==> src/rtl/conv_encoder.sv <==
// rtl/conv_encoder.sv - rate-1/2 K=4 convolutional encoder with zero-tail framing
// Valid/ready bit stream in, single-entry {d_out, out_last} symbol register out.
module conv_encoder #(
   parameter logic [3:0] G0       = 4'b1111,
   parameter logic [3:0] G1       = 4'b1101,
   parameter int         MAX_BITS = 1021
) (
   input  logic       clk,
   input  logic       rst,
   input  logic       clear,
   input  logic       in_valid,
   output logic       in_ready,
   input  logic       in_bit,
   input  logic       in_last,
   output logic       out_valid,
   input  logic       out_ready,
   output logic [1:0] d_out,
   output logic       out_last,
   output logic       busy,
   output logic       overflow,
   output logic [9:0] sym_cnt
);

   localparam int CW = $clog2(MAX_BITS + 1);

   typedef enum logic [1:0] {IDLE, DATA, TAIL} state_t;

   state_t          state_q, state_d;
   logic [2:0]      s_q, s_d;
   logic [CW-1:0]   bit_cnt_q, bit_cnt_d;
   logic [1:0]      tail_cnt_q, tail_cnt_d;
   logic [9:0]      sym_cnt_q, sym_cnt_d;
   logic            out_valid_q, out_valid_d;
   logic            out_last_q, out_last_d;
   logic [1:0]      d_out_q, d_out_d;
   logic            overflow_q, overflow_d;

   logic            slot_free;
   logic            in_ready_c;
   logic            accept;
   logic            load;
   logic            load_bit;
   logic            load_last;
   logic [CW-1:0]   bit_next;
   logic            hit_max;
   logic [3:0]      win;

   always_comb begin
      state_d     = state_q;
      s_d         = s_q;
      bit_cnt_d   = bit_cnt_q;
      tail_cnt_d  = tail_cnt_q;
      sym_cnt_d   = sym_cnt_q;
      out_valid_d = out_valid_q;
      out_last_d  = out_last_q;
      d_out_d     = d_out_q;
      overflow_d  = overflow_q;
      load        = 1'b0;
      load_bit    = 1'b0;
      load_last   = 1'b0;

      slot_free  = !out_valid_q || out_ready;
      in_ready_c = slot_free && (state_q != TAIL);
      accept     = in_valid && in_ready_c;
      bit_next   = (state_q == IDLE) ? CW'(1) : bit_cnt_q + CW'(1);
      hit_max    = (bit_next == CW'(MAX_BITS));

      if (slot_free) begin
         out_valid_d = 1'b0;
         out_last_d  = 1'b0;
      end

      case (state_q)
         IDLE, DATA: begin
            if (accept) begin
               load      = 1'b1;
               load_bit  = in_bit;
               bit_cnt_d = bit_next;
               sym_cnt_d = (state_q == IDLE) ? 10'd1 : sym_cnt_q + 10'd1;
               if (state_q == IDLE) overflow_d = 1'b0;
               if (hit_max && !in_last) overflow_d = 1'b1;
               state_d   = (in_last || hit_max) ? TAIL : DATA;
            end
         end
         TAIL: begin
            // Tail bits are zeros; three of them flush the shift register to 000.
            if (slot_free) begin
               load       = 1'b1;
               load_last  = (tail_cnt_q == 2'd2);
               sym_cnt_d  = sym_cnt_q + 10'd1;
               tail_cnt_d = tail_cnt_q + 2'd1;
               if (tail_cnt_q == 2'd2) begin
                  tail_cnt_d = 2'd0;
                  bit_cnt_d  = '0;
                  state_d    = IDLE;
               end
            end
         end
         default: state_d = IDLE;
      endcase

      win = {load_bit, s_q};
      if (load) begin
         d_out_d     = {^(win & G0), ^(win & G1)};
         s_d         = {load_bit, s_q[2:1]};
         out_valid_d = 1'b1;
         out_last_d  = load_last;
      end

      if (clear) begin
         state_d     = IDLE;
         s_d         = 3'd0;
         bit_cnt_d   = '0;
         tail_cnt_d  = 2'd0;
         sym_cnt_d   = 10'd0;
         out_valid_d = 1'b0;
         out_last_d  = 1'b0;
         d_out_d     = 2'b00;
         overflow_d  = 1'b0;
      end
   end

   always_ff @(posedge clk or negedge rst) begin
      if (!rst) begin
         state_q     <= IDLE;
         s_q         <= 3'd0;
         bit_cnt_q   <= '0;
         tail_cnt_q  <= 2'd0;
         sym_cnt_q   <= 10'd0;
         out_valid_q <= 1'b0;
         out_last_q  <= 1'b0;
         d_out_q     <= 2'b00;
         overflow_q  <= 1'b0;
      end else begin
         state_q     <= state_d;
         s_q         <= s_d;
         bit_cnt_q   <= bit_cnt_d;
         tail_cnt_q  <= tail_cnt_d;
         sym_cnt_q   <= sym_cnt_d;
         out_valid_q <= out_valid_d;
         out_last_q  <= out_last_d;
         d_out_q     <= d_out_d;
         overflow_q  <= overflow_d;
      end
   end

   assign in_ready  = in_ready_c;
   assign out_valid = out_valid_q;
   assign d_out     = d_out_q;
   assign out_last  = out_last_q;
   assign busy      = (state_q != IDLE);
   assign overflow  = overflow_q;
   assign sym_cnt   = sym_cnt_q;

endmodule

==> config.mk <==
export PLATFORM = sky130hd
export DESIGN_NAME = conv_encoder
export DESIGN_NICKNAME = d
export VERILOG_FILES = /design/src/rtl/conv_encoder.sv
export SDC_FILE = /design/constraint.sdc
export NUM_CORES = 1
export LEC_CHECK = 0
export BUFFER_PORTS_ARGS = -buffer_cell sky130_fd_sc_hd__clkbuf_2
export CAP_MARGIN = 25
export CORE_MARGIN = 2
export CORE_UTILIZATION = 55
export DETAILED_ROUTE_END_ITERATION = 7
export PLACE_DENSITY = 0.76
export SLEW_MARGIN = 20
export SYNTH_ARGS = -nofsm -noshare
export SYNTH_HDL_FRONTEND = slang
export SYNTH_SLANG_ARGS = --single-unit
==> constraint.sdc <==
create_clock -name clk -period 1.9 [get_ports clk]
set_input_delay 0.19 -clock clk [delete_from_list [all_inputs] [get_ports clk]]
set_output_delay 0.19 -clock clk [all_outputs]
set_load 0.02 [all_outputs]
# Word-level counts from Yosys, hierarchy flattened
# Cells that the tools add are included.
[op_classes]
reduce_logical = 25
magnitude_cmp = 0
addsub = 3
div_mod_pow = 0
n_mux = 42
eq_ne = 8
n_mul = 0
bitwise = 0
shift = 0
[op_table]
columns = ["operator", "n"]
rows = [
  ["$mux W10", 9],
  ["$pmux W10 S2", 2],
  ["$mux W2", 11],
  ["$add A10 B1 Y10 const B", 2],
  ["$mux W1", 16],
  ["$reduce_bool A2 Y1", 6],
  ["$eq A10 B10 Y1 const B", 1],
  ["$ne A3 B3 Y1 const B", 3],
  ["$reduce_and A3 Y1", 3],
  ["$reduce_bool A3 Y1", 3],
  ["$reduce_xor A4 Y1", 2],
  ["$mux W3", 2],
  ["$eq A2 B2 Y1 const B", 2],
  ["$pmux W2 S2", 1],
  ["$reduce_and A4 Y1", 1],
  ["$logic_and A1 B1 Y1", 3],
  ["$add A2 B1 Y2 const B", 1],
  ["$eq A2 B1 Y1 const B", 1],
  ["$logic_not A1 Y1", 2],
  ["$logic_not A2 Y1", 1],
  ["$logic_or A1 B1 Y1", 2],
  ["$ne A2 B2 Y1 const B", 1],
  ["$pmux W1 S2", 1],
  ["$reduce_and A2 Y1", 1],
  ["$reduce_or A2 Y1", 1],
]
[word_totals]
elab_cells = 87
ram_bits = 0
n_memories = 0
romBits = 0
latch_bits = 0
in_bits = 7
out_inout_bits = 17
ff_bits = 32

# Logic depth before layout (Yosys ltp)
[logic_depth]
ltp_word = 9
ltp_mapped = 7
depth_no_buf = 6

# Worst setup path before layout
# Ideal clock, no wire load.
[synth_timing]
kind = "register to register"
from = "reg out_valid_q (netlist: out_valid)"
to = "reg sym_cnt_q[6] (netlist: sym_cnt[6])"
arrival_ns = 1.477
t_required_ns = 1.768
synth_period_minus_slack_ns = 1.609
path_buffers = 2
setup_time_ns = 0.132
path_slack_ns = 0.291
stages_incl_launch_ff = 8
cell_sequence = "dfrtp_1 nor2b_1 buf_2 a21oi_2 buf_4 o21ai_0 a32oi_1 nor2_1"
[synth_via]
elab_chain_cells = 6
elab_cells_between_ends = 7
cone_classes = "2 x eq/ne; 5 x reduce/logical"
[synth_lines]
columns = ["element", "line_no", "text"]
rows = [
  ["from (decl)", "33", "logic out_valid_q, out_valid_d;"],
  ["from (signal assigned)", "140", "out_valid_q <= out_valid_d;"],
  ["$logic_not A1 Y1 (*)", "62", "slot_free = !out_valid_q || out_ready;"],
  ["$logic_or A1 B1 Y1 (*)", "62", ""],
  ["$logic_and A1 B1 Y1", "63", "in_ready_c = slot_free && (state_q != TAIL);"],
  ["$logic_and A1 B1 Y1", "64", "accept = in_valid && in_ready_c;"],
  ["$ne A3 B3 Y1 (no source line)", "n/a", ""],
  ["$reduce_and A3 Y1 (no source line) (*)", "n/a", ""],
  ["to (signal assigned)", "139", "sym_cnt_q <= sym_cnt_d;"],
  ["to (decl)", "32", "logic [9:0] sym_cnt_q, sym_cnt_d;"],
]
# Mark *: on every way between the ends. The rest lies on a longest branch, timed or not.
# A chain may end at the register's enable or synchronous reset.

# Final worst setup path
[layout_timing]
from = "reg state_q[0]"
to = "out busy"
[layout_via]
elab_chain_cells = 1
[layout_lines]
columns = ["element", "line_no", "text"]
rows = [
  ["from (decl)", "28", "state_t state_q, state_d;"],
  ["from (signal assigned)", "135", "state_q <= state_d;"],
  ["$reduce_bool A2 Y1", "151", "assign busy = (state_q != IDLE);"],
  ["to (decl)", "19", "output logic busy,"],
]
# No other way between the ends.

==> impl_metrics.toml <==
[power]
p_leak_uw = 0.0009407
power.total_uw = 1318
powerDensity_nw_per_um2 = 624.6
ir_worst_vdd_mv = 0.3369

[clocking]
path_clk_slew_ns = 0.10
post_cts_buffers = 0
htreeDepth = 2
clkSinkCount = 32
cts_root_buf = "clkbuf_4"
clk_path_buf_depth = 2
numCtsBuffers = 5
clk_latency_ns = 0.34
cts_tree = "built"

[yosys]
synth_area_leader_cell = "dfrtp_1"
yosys_warnings = 0
async_flop_share_pct = 100.0
yosys.cell_count.top_type = "dfrtp_1"
yosysSeqAreaShare_pct = 43.01
synth.avg_cell_area_um2 = 8.908
synth_seq_cells = 32
synth_fp_nets = 218
synth_cell_types = 50
syn-cell-area_um2 = 1862
yosys-top-cells-area = "dfrtp_1 43%, nor2_1 5.8%, a21oi_1 4.0%, o21ai_0 3.8%, xor2_1 3.8%"
synth_ff_type = "dfrtp_1"
ys_top_cells_by_count = "32 x dfrtp_1, 29 x nor2_1, 15 x a21oi_1, 15 x nand2_1, 14 x o21ai_0"
synth_top_area_share_pct = 43.01
synth_cells = 209
synth_edf_count = 0

[global_routing]
overflow = 0
grt_antenna_before_repair = 0
grt_max_degree = 33
grtUsageTotal_pct = 21.75
grt_pass1_vias = 1441
grt_pass1_wl_um = 6665

[place]
gp_congestion = 0.8234
place.port_buffers = 23
placed_area_um2 = 2052
dpl.hpwl_um = 2742

[detailed_routing]
drt-wirelength-per-cell_um = 13.55
drc_errors = 0
vias = 1605
drt_pass1_iterations = 4
drt_wl_total_um = 3863
vias_per_cell = 5.632
ant_nets = 0
drt_iter0_markers = 62

[floorplanning]
dieArea_um2 = 3866
die_y_um = 62.18
rows = 21
die_w_um = 62.18
initial_core_util_pct = 56.69
core_area_um2 = 3284
num_io_pins = 24

[timing]
rsz0062_at_grt = "false"
timing.hold.ws_ns = 0.1788
tightest_slew_ns = 0.8023
relSlewSlack_pct = 46.51
fin_crit_sh_pct = 92.57
maxSlewViolCount = 0
hold_violations = 0
period_needed_ns = 1.759
finClkSkew_ns = 0.006063
setup-violations-final = 0
fmax_mhz = 568.5
setup_tns_ns = 0

[cells_and_area]
final_util_pct = 64.27
antenna_cells = 0
syn2layout_area_growth_pct = 13.37
drive_gt1_share_pct = 18.83
postLayoutCellArea_um2 = 2111
final_nets = 248

[min_path]
hp-class = "primary input to flop"

[worst_setup_path]
startpoint_type = "flop"
arrival_ns = 1.57
critPathRequiredTime_ns = 1.71
rrSetupSlack_ns = 0.20
critical_path_class = "flop to primary output"
crit_fanout = 6
crit_path_end_kind = "primary output"

[job]
maxCapViolCount = 0

[outcome]
status = "completed"
layer usage:
metal	up-vias	track usage (%)	part of all wire (%)
met1	746	30.20	49
li1	805	-	-
met2	49	32.88	44
met5	-	0	0
met4	0	7.500	1.6
met3	5	6.159	5.4
flip-flops by register name, summed over array words and instances, names as in the netlist:
name	cells
out_valid	1
overflow	1
tail_cnt_q	2
state_q	2
bit_cnt_q	10
s_q	3
d_out	2
out_last	1
sym_cnt	10
power by group:
part           internal [uW]  switching, uW  total (uW)
registers                700           17.3         718
clock network            136            225         361
logic                   88.3            152         240
path summary, 6_finish.rpt:
| path | startpoint | end | cells after the start |
|---|---|---|---|
| max | state_q[0]$_DFFE_PN0P_ | busy | 4 |
| min | in_last | state_q[0]$_DFFE_PN0P_ | 4 |
| max reg2reg | state_q[0]$_DFFE_PN0P_ | overflow$_DFFE_PN0P_ | 6 |
| min reg2reg | overflow$_DFFE_PN0P_ | overflow$_DFFE_PN0P_ | 1 |
| max in group asynchronous | rst | tail_cnt_q[0]$_DFFE_PN0P_ | 2 |
| min in group asynchronous | rst | sym_cnt[4]$_DFFE_PN0P_ | 2 |
stage by stage:
stage / std cells / setup slack [ns]
2_1_floorplan: 209 / 0.2908
3_3_place_gp: 277 / 0.2559
3_5_place_dp: 277 / 0.2256
4_1_cts: 285 / 0.1373
5_1_grt: 285 / 0.03066
6_report: 285 / 0.1411
critical path, cell delays in order (launching register included):
cell and delay [ns]:
dfrtp_1 0.46, buf_4 0.18, nor2_1 0.23, inv_1 0.17, clkbuf_2 0.19
final cells by class:
class / count / area, um2
well taps: 46 / 57.56
repair buffers: 34 / 200.2
inverters: 6 / 22.52
clock inverters: 1 / 5.005
flip-flops and latches: 32 / 800.8
fillers: 281 / 1174
multi-input cells: 160 / 983.4
clock buffers: 6 / 41.29
logic make-up (layout without fill, tap and decap cells):
group / Yosys count / in the layout / share of synthesized area (%)
mux: 6 / 6 / 3.293
xor+xnor: 11 / 11 / 5.175
buf+inv: 17 / 47 / 4.301
flops: 32 / 32 / 43.01
simple gates: 85 / 85 / 22.51
compound gates: 56 / 56 / 20.36
fa+ha+maj: 2 / 2 / 1.344
timing repair:
action | in CTS | in global routing
gates resized for setup | 0 | 1
setup endpoints to repair | 0 | 1
hold buffers | 1 | 0
hold endpoints to repair | 32 | 0
placed cells by master, fill, tap and decap left out, types with 2 or more instances in the layout:
cell type  Yosys  layout
a21oi_1       15      15
a22o_1         4       4
a31oi_1        3       3
and2_1         4       4
buf_4          1      10
clkbuf_2       0      23
clkbuf_4       0       5
dfrtp_1       32      32
ha_1           2       2
inv_1          6       6
mux2i_1        5       5
nand2_1       15      15
nand2b_1       6       5
nand3_1        8       8
nor2_1        29      29
nor2b_1        2       2
nor3_1         8       8
nor4_1         2       2
o2111ai_1      4       4
o21a_1         2       2
o21ai_0       14      14
or3_1          2       2
xnor2_1        3       3
xor2_1         8       8
(Power assumes the default switching activity.)
